--- config.mk ---
export PLATFORM = sky130hd
export DESIGN_NAME = ex_stage
export DESIGN_NICKNAME = d
export VERILOG_FILES = /design/src/rtl/ex_stage.sv
export SDC_FILE = /design/constraint.sdc
export NUM_CORES = 1
export LEC_CHECK = 0
export BUFFER_PORTS_ARGS = -buffer_cell sky130_fd_sc_hd__buf_2
export CAP_MARGIN = 20
export CORE_MARGIN = 10
export CORE_UTILIZATION = 55
export DETAILED_ROUTE_END_ITERATION = 12
export GPL_ROUTABILITY_DRIVEN = 0
export PLACE_DENSITY = 0.86
export SYNTH_ARGS = -nofsm -noshare
export SYNTH_HDL_FRONTEND = slang
export SYNTH_SLANG_ARGS = --single-unit
--- constraint.sdc ---
create_clock -name clk -period 7 [get_ports clk]
set_input_delay 1.4 -clock clk [delete_from_list [all_inputs] [get_ports clk]]
set_output_delay 1.4 -clock clk [all_outputs]
set_load 0.005 [all_outputs]
--- src/rtl/ex_stage.sv ---
// ex_stage: execute stage of the multi-cycle RISC-V core.
// Holds one decoded instruction, feeds the external ALU from it, resolves
// branches/jumps, and hands the write-back value to the memory stage over a
// valid/ready handshake. Multiplies are held for MUL_LAT cycles so the
// ALU's combinational multiplier output has time to settle.
module ex_stage #(
  parameter int unsigned MUL_LAT = 2  // cycles a mul occupies the stage, 1..7
) (
  input  logic        clk,
  input  logic        resetn,

  // decode side
  input  logic        in_valid,
  output logic        in_ready,
  input  logic [31:0] in_pc,
  input  logic [31:0] in_rs1,
  input  logic [31:0] in_rs2,
  input  logic [31:0] in_imm,
  input  logic [2:0]  in_alu_op,
  input  logic        in_a_pc,
  input  logic        in_b_imm,
  input  logic [4:0]  in_rd,
  input  logic        in_rf_wen,
  input  logic        in_branch,
  input  logic [2:0]  in_funct3,
  input  logic        in_jal,
  input  logic        in_jalr,

  // ALU side
  output logic [31:0] alu_a,
  output logic [31:0] alu_b,
  output logic [2:0]  alu_op,
  input  logic [31:0] alu_result,
  input  logic        alu_zero,

  // memory stage side
  output logic        out_valid,
  input  logic        out_ready,
  output logic [31:0] out_result,
  output logic [4:0]  out_rd,
  output logic        out_rf_wen,
  output logic        redirect,
  output logic [31:0] redirect_pc
);

  // ALU opcodes used by the stage itself
  localparam logic [2:0] OP_MUL  = 3'b101;
  localparam logic [2:0] OP_SUB  = 3'b110;
  localparam logic [2:0] OP_SLT  = 3'b111;
  localparam logic [2:0] OP_SLTU = 3'b011;

  // Initial WAIT count; a MUL_LAT of 1 means mul behaves like any other op.
  localparam logic [2:0] MUL_CNT   = 3'(MUL_LAT - 1);
  localparam bit         MUL_MULTI = (MUL_LAT > 1);

  typedef enum logic [1:0] {
    S_EMPTY = 2'd0,
    S_WAIT  = 2'd1,
    S_DONE  = 2'd2
  } state_e;

  // Everything captured from decode on accept.
  typedef struct packed {
    logic [31:0] pc;
    logic [31:0] rs1;
    logic [31:0] rs2;
    logic [31:0] imm;
    logic [2:0]  alu_op;
    logic        a_pc;
    logic        b_imm;
    logic [4:0]  rd;
    logic        rf_wen;
    logic        branch;
    logic [2:0]  funct3;
    logic        jal;
    logic        jalr;
  } instr_t;

  state_e      state_q, state_d;
  logic [2:0]  cnt_q, cnt_d;
  instr_t      instr_q, instr_d;
  instr_t      instr_in;

  logic        accept;
  logic        in_is_mul;
  logic        taken;
  logic        is_jump;
  logic [31:0] target_base;
  logic [31:0] target_sum;
  logic [31:0] link_pc;

  // Bundle the incoming decode fields into one record.
  always_comb begin
    instr_in        = '0;
    instr_in.pc     = in_pc;
    instr_in.rs1    = in_rs1;
    instr_in.rs2    = in_rs2;
    instr_in.imm    = in_imm;
    instr_in.alu_op = in_alu_op;
    instr_in.a_pc   = in_a_pc;
    instr_in.b_imm  = in_b_imm;
    instr_in.rd     = in_rd;
    instr_in.rf_wen = in_rf_wen;
    instr_in.branch = in_branch;
    instr_in.funct3 = in_funct3;
    instr_in.jal    = in_jal;
    instr_in.jalr   = in_jalr;
  end

  // Operand and opcode selection; branches always compare rs1 against rs2.
  always_comb begin
    alu_a  = instr_q.a_pc  ? instr_q.pc  : instr_q.rs1;
    alu_b  = instr_q.b_imm ? instr_q.imm : instr_q.rs2;
    alu_op = instr_q.alu_op;
    if (instr_q.branch) begin
      alu_a = instr_q.rs1;
      alu_b = instr_q.rs2;
      if (!instr_q.funct3[2]) begin
        alu_op = OP_SUB;             // beq / bne: equality via zero flag
      end else if (!instr_q.funct3[1]) begin
        alu_op = OP_SLT;             // blt / bge
      end else begin
        alu_op = OP_SLTU;            // bltu / bgeu
      end
    end
  end

  // Branch resolution and the dedicated control-transfer adder.
  always_comb begin
    // funct3[2] flips the sense for slt-style compares (result 1 => zero=0);
    // funct3[0] selects the negated variant (bne/bge/bgeu).
    taken       = alu_zero ^ instr_q.funct3[0] ^ instr_q.funct3[2];
    is_jump     = instr_q.jal || instr_q.jalr;
    target_base = instr_q.jalr ? instr_q.rs1 : instr_q.pc;
    target_sum  = target_base + instr_q.imm;
    link_pc     = instr_q.pc + 32'd4;
  end

  // Downstream-facing values, all derived from the stage register.
  always_comb begin
    out_valid   = (state_q == S_DONE);
    out_result  = is_jump ? link_pc : alu_result;
    out_rd      = instr_q.rd;
    out_rf_wen  = instr_q.rf_wen && !instr_q.branch;
    redirect    = out_valid && (is_jump || (instr_q.branch && taken));
    redirect_pc = {target_sum[31:1], target_sum[0] & ~instr_q.jalr};
    // Blocking intake on a redirect handoff keeps the wrong-path
    // instruction offered in that same cycle out of the stage.
    in_ready    = (state_q == S_EMPTY) ||
                  ((state_q == S_DONE) && out_ready && !redirect);
  end

  // Intake decision for the instruction currently offered by decode.
  always_comb begin
    accept    = in_valid && in_ready;
    in_is_mul = MUL_MULTI && (in_alu_op == OP_MUL) && !in_branch;
  end

  // Next-state logic for the stage FSM, counter and stage register.
  always_comb begin
    state_d = state_q;
    cnt_d   = cnt_q;
    instr_d = instr_q;

    case (state_q)
      S_EMPTY: begin
        state_d = S_EMPTY;
      end
      S_WAIT: begin
        // The last WAIT cycle is the one where the count is 1; the next
        // edge shows out_valid, giving MUL_LAT cycles from accept.
        if (cnt_q <= 3'd1) begin
          state_d = S_DONE;
          cnt_d   = 3'd0;
        end else begin
          cnt_d = cnt_q - 3'd1;
        end
      end
      S_DONE: begin
        if (out_ready) begin
          state_d = S_EMPTY;
        end
      end
      default: begin
        state_d = S_EMPTY;
      end
    endcase

    // A new instruction can only arrive from EMPTY or a completing DONE,
    // so it simply overrides the drain decision above.
    if (accept) begin
      instr_d = instr_in;
      if (in_is_mul) begin
        state_d = S_WAIT;
        cnt_d   = MUL_CNT;
      end else begin
        state_d = S_DONE;
        cnt_d   = 3'd0;
      end
    end
  end

  // Stage state; reset drops any in-flight instruction immediately.
  always_ff @(posedge clk or negedge resetn) begin
    if (!resetn) begin
      state_q <= S_EMPTY;
      cnt_q   <= 3'd0;
      instr_q <= '0;
    end else begin
      state_q <= state_d;
      cnt_q   <= cnt_d;
      instr_q <= instr_d;
    end
  end

endmodule

Word level (Yosys, flattened, before mapping)
Index checks and enable logic that the tools add are counted.
{"block": "classes", "addsub": 3, "n_lt_le_gt_ge": 1, "n_eq_ne": 5, "muxes": 18, "bitwise_logic": 4, "n_reduce_logical": 16}
{"cell": "32-bit 2-to-1 mux", "n": 6}
{"cell": "32-bit by 3-bit adder with 32-bit output, second input constant", "n": 1}
{"cell": "32-bit adder", "n": 1}
{"cell": "3-bit 2-to-1 mux", "n": 6}
{"cell": "2-bit 2-to-1 mux", "n": 4}
{"cell": "1-bit logical AND", "n": 7}
{"cell": "2-bit one-hot mux with 2 select lines", "n": 1}
{"cell": "3-bit == test, second input constant", "n": 1}
{"cell": "3-bit by 1-bit <= comparator with 1-bit output, second input constant", "n": 1}
{"cell": "1-bit logical NOT", "n": 3}
{"cell": "1-bit logical OR", "n": 3}
{"cell": "3-bit by 1-bit != test with 1-bit output, second input constant", "n": 1}
{"cell": "3-bit != test, second input constant", "n": 1}
{"cell": "3-bit by 1-bit subtractor with 3-bit output, second input constant", "n": 1}
{"cell": "2-bit by 1-bit == test with 1-bit output, second input constant", "n": 1}
{"cell": "2-bit == test, second input constant", "n": 1}
{"cell": "2-bit logical NOT", "n": 1}
{"cell": "2-bit AND reduction", "n": 1}
{"cell": "2-bit nonzero test", "n": 1}
{"cell": "1-bit XOR", "n": 2}
{"cell": "1-bit AND", "n": 1}
{"cell": "1-bit 2-to-1 mux", "n": 1}
{"cell": "1-bit NOT", "n": 1}
{"block": "word_totals", "regBits": 150, "in_bits": 182, "elab_cells": 62}

Longest topological paths before layout
Gate-level depths: netlist of run 1.
{"block": "logic_depth", "ltp_word": 11, "depth_mapped": 12}

Worst setup path before layout of run 1
OpenSTA, ideal clock, no wires.
{"block": "synth_path", "kind": "register to output", "from": "register instr_q[0] (netlist bit)", "to": "output port redirect_pc[30]", "arrival_ps": 3199, "setup_slack_ps": 2401, "path_stages_with_launch": 12, "path_cell_list": "dfrtp_1 buf_1 mux2_2 ha_1 fa_1 a21o_1 a221o_1 a211oi_2 o21ai_2 and4_4 or4b_1 nand3_1"}
{"block": "synth_via", "elab_chain_len": 2}
{"element": "start, declared", "line_no": "81", "source": "instr_t instr_q, instr_d;"}
{"element": "start signal, assigned", "line_no": "212", "source": "instr_q <= instr_d;"}
{"element": "32-bit 2-to-1 mux", "line_no": "134", "source": "target_base = instr_q.jalr ? instr_q.rs1 : instr_q.pc;"}
{"element": "32-bit adder", "line_no": "135", "source": "target_sum = target_base + instr_q.imm;"}
{"element": "end, declared", "line_no": "43", "source": "output logic [31:0] redirect_pc"}
Every way passes these cells.

Worst setup path after layout of run 1
Same ends and word-level chain as after synthesis.

==> qor.tcl, run 1 <==
set qor(outcome) {finished clean}
set qor(avgRoutedWirePerCell_um) 21.0
set qor(antenna_found_initial) 4
set qor(clock-skew-final_ps) 10.1
set qor(worst_ir_drop_vdd_mv) 0.310
set qor(starting_density) 0.563
set qor(timing_max_transition_violations_final) 0
set qor(mappedNetlistArea_mm2) 0.00936
set qor(die-area_mm2) 0.0226
set qor(post_cts_hold_buffer_count) 0
set qor(ys.warnings.count) 0
set qor(timing.critical_path.from) {instr_q[0]$_DFFE_PN0P_}
set qor(netlist_top_cells_count) {150 x dfrtp_1, 121 x mux2_1, 110 x mux2_2, 84 x nand2_1, 49 x o21ai_0}
set qor(drc) 0
set qor(ys_async_sr_fraction) 1.00
set qor(detailed_place.area_mm2) 0.0111
set qor(cts_setup_buffers) 0
set qor(placed_cells) 1367
set qor(postSynthCellCount) 866
set qor(place.port_buffers) 321
set qor(synth.net_count) 1083
set qor(routed-wl-met3_um) 2290
set qor(fp.dieW_um) 150
set qor(clk-insertion-delay-late_ps) 430
set qor(dr.max_layer_used) {met5}
set qor(rows) 47
set qor(grt_max_degree) 88
set qor(grt_setup_unrepaired) {no}
set qor(setup.worst_path.start_class) {register}
set qor(synth-main-ff-cell) {dfrtp_1}
set qor(detailedPlacementHpwl_um) 22700
set qor(post-route-period-util) 0.801
set qor(layout-drive-gt1-share) 0.406
set qor(clkTransAtPathRegs_ps) 70
set qor(timing.final.ws_setup_ps) 1390
set qor(cts_repair_resize_count) 0
set qor(pwrdens_mw_per_mm2) 588
set qor(finalSetupViolCount) 0
set qor(postRouteAntennaNets) 0
set qor(timing.setup.tns_ps) 0
set qor(drv_cap) 0
set qor(holdCritPathClass) {reg -> reg}
set qor(grt_pass1_wl_um) 44700
set qor(worstSetupEndpointType) {output port}
set qor(final_worst_hold_slack_ps) 482
set qor(numClockSinks) 150
set qor(cts.root.buffer_cell) {clkbuf_16}
set qor(detailroute.via_count) 7883
set qor(syn_area_per_cell_um2) 10.8
set qor(dpl_worst_slack_ps) 1880
set qor(synth_sequential_area_ratio) 0.401
set qor(clock_tree_from_tritoncts) {yes}
set qor(netlist.area_leader.share) 0.401
set qor(worst-setup-path-type) {reg -> out}
set qor(crit_path_max_fanout) 20
set qor(crit_arrival_ps) 4210
set qor(synth.most_common_cell) {dfrtp_1}
set qor(cts-buffers-inserted) 17
set qor(timing.slew.headroom) 0.317
set qor(drt_first_iter_violations) 497
set qor(globalRouteOverflowTotal) 0
set qor(launch_instance_of_the_worst_min_delay_path) {instr_q[73]$_DFFE_PN0P_}
set qor(pin_count) 322
set qor(synthToLayoutAreaGrowth_pct) 24.8
set qor(synth_top_cell_by_area) {dfrtp_1}
set qor(core_area_mm2) 0.0166
set qor(wl_met2_um) 14400
set qor(fin_crit_ps) 5610
set qor(vias_per_cell) 5.62
set qor(wirelength_um) 29400
set qor(final_cell_area_mm2) 0.0117
set qor(launch_instance_of_the_worst_register_to_register_path) {instr_q[0]$_DFFE_PN0P_}
set qor(die_h_um) 150
set qor(most_area_consuming_cells_after_synthesis) {dfrtp_1 40%, mux2_1 15%, mux2_2 13%}
set qor(fmaxAchievable_mhz) 178
set qor(tightestPinTransition_ps) 1020
set qor(clock_tree.buffer_depth) 2
set qor(finish.net_count) 1383
set qor(p_leak_nw) 5.41
set qor(fillerInstances) 1243
set qor(final-instance-count-excl-fill) 1402
set qor(grt.total_usage) 0.251
set qor(htree_levels) 4
set qor(drt_pre_antenna_iters) 5
set qor(finalHoldViolations) 0
set qor(synth.distinct_cells) 54
set qor(met1_length_um) 11800
set qor(vias_in_the_first_global_route) 8256
set qor(data_required_critical_path_ps) 5600
set qor(number_of_synthesized_flops_with_an_enable_pin) 0
set qor(synth-seq-cells) 150
-- worst max-delay path: stages, from the launching register on --
cell and delay (ps):
dfrtp_2 630, buf_4 390, mux2_2 380, ha_1 360
a21o_1 240, a221o_1 400, a211oi_2 290, o21ai_2 130
and4_4 200, or4b_1 500, nand3_1 120, buf_2 130
-- metal layers --
layer	vias to the layer above	GRT usage
met5	-	0
met2	307	0.423
met4	2	0.0986
li1	3733	-
met1	3785	0.297
met3	56	0.0690
-- logic make-up after synthesis --
group	count (synthesis)	share of synthesized area
AND/OR/NAND/NOR	180	0.0925
XOR/XNOR	57	0.0548
AO/OA/AOI/OAI	152	0.0960
buffers and inverters	59	0.0282
flip-flops	150	0.401
multiplexers	233	0.280
adder cells (fa/ha/maj)	35	0.0476
-- cell usage in the layout (no fill, tap or decap), drive strengths merged, types with 3 or more instances in the layout --
cell / count
a211o: 3
a211oi: 3
a21boi: 3
a21o: 13
a21oi: 34
a31oi: 6
and2: 5
and3: 9
and4: 4
buf: 326
clkbuf: 18
clkinv: 5
dfrtp: 150
diode: 3
ha: 34
inv: 20
mux2: 231
nand2: 84
nand3: 16
nand4: 10
nor2: 25
nor2b: 8
nor3: 7
nor4: 3
o211ai: 4
o21a: 3
o21ai: 69
o21bai: 6
xnor2: 32
xor2: 24
-- final timing paths --
| kind | slack [ps] | cells past startpoint | endpoint |
|---|---|---|---|
| worst max-delay path | 1390 | 11 | redirect_pc[30] |
| worst min-delay path | 480 | 1 | instr_q[73]$_DFFE_PN0P_ |
| worst max register to register | 3640 | 7 | instr_q[20]$_DFFE_PN0P_ |
| worst min register to register | 480 | 1 | instr_q[73]$_DFFE_PN0P_ |
| max in group asynchronous | 4620 | 2 | instr_q[76]$_DFFE_PN0P_ |
| min in group asynchronous | 1020 | 1 | instr_q[66]$_DFFE_PN0P_ |
-- stage by stage --
step | util | total power [mW]
3_5_place_dp | 0.667 | 5.92
6_report | 0.702 | 6.87
5_1_grt | 0.702 | 7.35
4_1_cts | 0.702 | 6.87
2_1_floorplan | - | 4.18
3_3_place_gp | 0.667 | 5.81
-- state kept, by name (all words and copies together) (netlist names) --
| register | cells |
|---|---|
| out_rd | 5 |
| state_q | 2 |
| cnt_q | 3 |
| instr_q | 140 |
-- report_power, final --
part | total, mW | switching [mW] | leakage, nW | internal, mW
logic | 4.32 | 2.30 | 3.37 | 2.02
clock network | 0.914 | 0.404 | 0.283 | 0.509
registers | 1.65 | 0.410 | 1.76 | 1.24
-- area by class of cell --
class / instances / area, µm² / area share
antenna: 3 / 7.51 / 0.000642
clock buffer: 18 / 439 / 0.0376
clock inverter: 14 / 141 / 0.0121
inverter: 14 / 52.6 / 0.00450
multi-input combinational: 657 / 5360 / 0.459
sequential: 150 / 3750 / 0.321
tap: 220 / 275 / 0.0236
timing repair buffer: 326 / 1650 / 0.141
Note: power is estimated with default switching activity, not from simulation.
==> run 2: changes to the inputs <==
CORE_UTILIZATION = 51   (was 55)
PLACE_DENSITY = 0.8   (was 0.86)
clock period = 5.3 ns   (was 7 ns; I/O delays follow)
==> run 2 against run 1 <==
Clock-buffer cell count is the same; critical path depth is the same; critical path type unchanged; largest cell class unchanged; register-to-register slack lost 1300 ps; critical endpoint unchanged.
==> qor.tcl, run 2 (synthesized netlist as in run 1, its figures left out) <==
set qor(crit_arrival_ps) 3920 ;# was 4210 ps
set qor(cts-buffers-inserted) 17 ;# unchanged
set qor(clock-skew-final_ps) 10.2 ;# was 10.1 ps
set qor(post-route-period-util) 0.941
set qor(setup.worst_path.start_class) {register} ;# unchanged
set qor(layout-drive-gt1-share) 0.406 ;# about the same
set qor(p_leak_nw) 5.40 ;# was 5.41 nW
set qor(data_required_critical_path_ps) 4240 ;# was 5600 ps
set qor(layout_common_cells) {320 x buf_2, 149 x dfrtp_1, 121 x mux2_1} ;# unchanged
set qor(fin_crit_ps) 4980
set qor(htree_levels) 4 ;# unchanged
set qor(clkTransAtPathRegs_ps) 60 ;# was 70 ps
set qor(grt.total_usage) 0.233 ;# was 0.251
set qor(drv_cap) 0 ;# unchanged
set qor(post_cts_hold_buffer_count) 0 ;# unchanged
set qor(top_register) {instr_q} ;# unchanged
set qor(drt_first_iter_violations) 490 ;# was 497
set qor(worst-setup-path-type) {reg -> out} ;# unchanged
set qor(drc) 0 ;# unchanged
set qor(vias_per_cell) 5.54 ;# was 5.62
set qor(cts.root.buffer_cell) {clkbuf_16} ;# unchanged
set qor(relative_contribution_of_sequential_cells_to_total_power) 0.239 ;# about the same
set qor(fp.dieW_um) 155 ;# was 150 µm
set qor(pin_count) 322 ;# unchanged
set qor(clk-insertion-delay-late_ps) 420 ;# was 430 ps
set qor(outcome) {finished clean} ;# unchanged
set qor(switching_share) 0.454 ;# was 0.453
set qor(final_common_cell) {buf_2} ;# unchanged
set qor(placed_cells) 1378 ;# was 1367
set qor(place.port_buffers) 321 ;# unchanged
set qor(numClockSinks) 150 ;# unchanged
set qor(rows) 49 ;# was 47
set qor(final-instance-count-excl-fill) 1411 ;# was 1402
set qor(die-area_mm2) 0.0242 ;# was 0.0226 mm²
set qor(regToRegEndpoint) {instr_q[17]$_DFFE_PN0P_} ;# was instr_q[20]$_DFFE_PN0P_
set qor(holdCritPathClass) {reg -> reg} ;# unchanged
set qor(crit_path_max_fanout) 27 ;# was 20
set qor(timing_max_transition_violations_final) 0 ;# unchanged
set qor(synthToLayoutAreaGrowth_pct) 24.8 ;# about the same
set qor(share_comb_of_total_power) 0.635 ;# was 0.628
set qor(drt_pre_antenna_iters) 5 ;# unchanged
set qor(finish.net_count) 1385 ;# was 1383
set qor(starting_density) 0.519 ;# was 0.563
set qor(grt_setup_unrepaired) {no} ;# unchanged
set qor(die_h_um) 155 ;# was 150 µm
set qor(finalHoldViolations) 0 ;# unchanged
set qor(detailedPlacementHpwl_um) 22600 ;# was 22700 µm
set qor(fmaxAchievable_mhz) 201
set qor(power_frac_clock) 0.126 ;# was 0.133
set qor(grt_pass1_wl_um) 44800 ;# was 44700 µm
set qor(launch_instance_of_the_worst_register_to_register_path) {instr_q[0]$_DFFE_PN0P_} ;# unchanged
set qor(power.switching_mw) 4.09 ;# was 3.11 mW
set qor(crit_end) {redirect_pc[30]} ;# unchanged
set qor(clock_tree.buffer_depth) 2 ;# unchanged
set qor(postRouteAntennaNets) 0 ;# unchanged
set qor(antenna_found_initial) 3 ;# was 4
set qor(globalRouteOverflowTotal) 0 ;# unchanged
set qor(tightestPinTransition_ps) 1010 ;# was 1020 ps
set qor(max_reg_flops) 140 ;# unchanged
set qor(timing.critical_path.from) {instr_q[0]$_DFFE_PN0P_} ;# unchanged
set qor(timing.setup.tns_ps) 0 ;# unchanged
set qor(avgRoutedWirePerCell_um) 20.6 ;# was 21.0 µm
set qor(core_area_mm2) 0.0180 ;# was 0.0166 mm²
set qor(worstSetupEndpointType) {output port} ;# unchanged
set qor(clock_tree_from_tritoncts) {yes} ;# unchanged
set qor(r2r_setup_slack_ps) 2310 ;# was 3640 ps
set qor(internal_power_mw) 4.92 ;# was 3.76 mW
set qor(wirelength_um) 29000 ;# was 29400 µm
set qor(vias_in_the_first_global_route) 8174 ;# was 8256
set qor(timing.slew.headroom) 0.328 ;# was 0.317
set qor(pwrdens_mw_per_mm2) 771 ;# was 588 mW/mm²
set qor(detailroute.via_count) 7813 ;# was 7883
set qor(cts_repair_resize_count) 0 ;# unchanged
set qor(cts_setup_buffers) 0 ;# unchanged
set qor(grt_max_degree) 75 ;# was 88
set qor(finalSetupViolCount) 0 ;# unchanged
set qor(worst_ir_drop_vdd_mv) 0.381 ;# was 0.310 mV
set qor(worst_r2r_path_depth) 7 ;# unchanged
==> run 2: cell count changes in the layout (fill, tap and decap cells not counted), sizes merged <==
cell,before,now
clkinv,5,2
bufinv,1,0
buf,326,328
inv,20,21
diode,3,1
clkinvlp,2,5
==> run 2: final cells by class <==
| type | instances | area (µm²) |
|---|---|---|
| inverter | 14 | 52.6 |
| fill | 1454 | 6340 |
| clock buffer | 18 | 429 |
| antenna | 1 | 2.50 |
| clock inverter | 14 | 115 |
| tap | 229 | 287 |
| sequential | 150 | 3750 |
| timing repair buffer | 328 | 1680 |
| multi-input combinational | 657 | 5360 |
==> run 2: critical path: stages, from the launching register on <==
cell and delay [ps]:
dfrtp_2 550, buf_4 400, mux2_2 390, ha_1 360, a21oi_1 280, o21ai_0 150
a211oi_2 300, o21ai_2 120, and4_4 200, or4b_1 490, nand3_1 100, buf_2 130
==> run 2: how the worst min path moves through the flow <==
stage                                  from                       to  slack [ps]  depth (start not counted)
floorplan           instr_q[15]$_DFFE_PN0P_  instr_q[15]$_DFFE_PN0P_         450                          1
global placement    instr_q[15]$_DFFE_PN0P_  instr_q[15]$_DFFE_PN0P_         460                          1
detailed placement    out_rd[0]$_DFFE_PN0P_    out_rd[0]$_DFFE_PN0P_         470                          1
CTS                   out_rd[0]$_DFFE_PN0P_    out_rd[0]$_DFFE_PN0P_         480                          1
global route        instr_q[62]$_DFFE_PN0P_  instr_q[62]$_DFFE_PN0P_         490                          1
finish              instr_q[55]$_DFFE_PN0P_  instr_q[55]$_DFFE_PN0P_         480                          1
==> run 2: layer usage <==
layer	vias to the layer above	wire [µm]	GRT usage	share of wire
li1	3732	-	-	-
met1	3767	11600	0.275	0.40
met2	265	14200	0.393	0.49
met3	45	2510	0.0802	0.086
met4	4	628	0.0686	0.022
met5	-	15	0	0.00052
==> run 2: through the flow <==
stage | hold slack [ps] | utilization | setup WS [ps] | power, mW | cell area (µm²)
after detailed placement | 470 | 0.618 | 787 | 7.85 | 11100
after global placement | 460 | 0.618 | 852 | 7.72 | 11100
after global routing | 493 | 0.648 | 102 | 9.68 | 11700
after floorplan | 449 | - | 1040 | 5.52 | 9360
after CTS | 485 | 0.648 | 317 | 9.04 | 11700
final | 479 | 0.648 | 315 | 9.01 | 11700
==> run 2: power by group through the flow <==
stage	Combinational, mW	Sequential [mW]	Clock [mW]
final	5.72	2.15	1.13
after global placement	5.58	2.14	0
after detailed placement	5.69	2.16	0
after floorplan	3.61	1.92	0
after global routing	6.25	2.22	1.21
after CTS	5.74	2.15	1.16
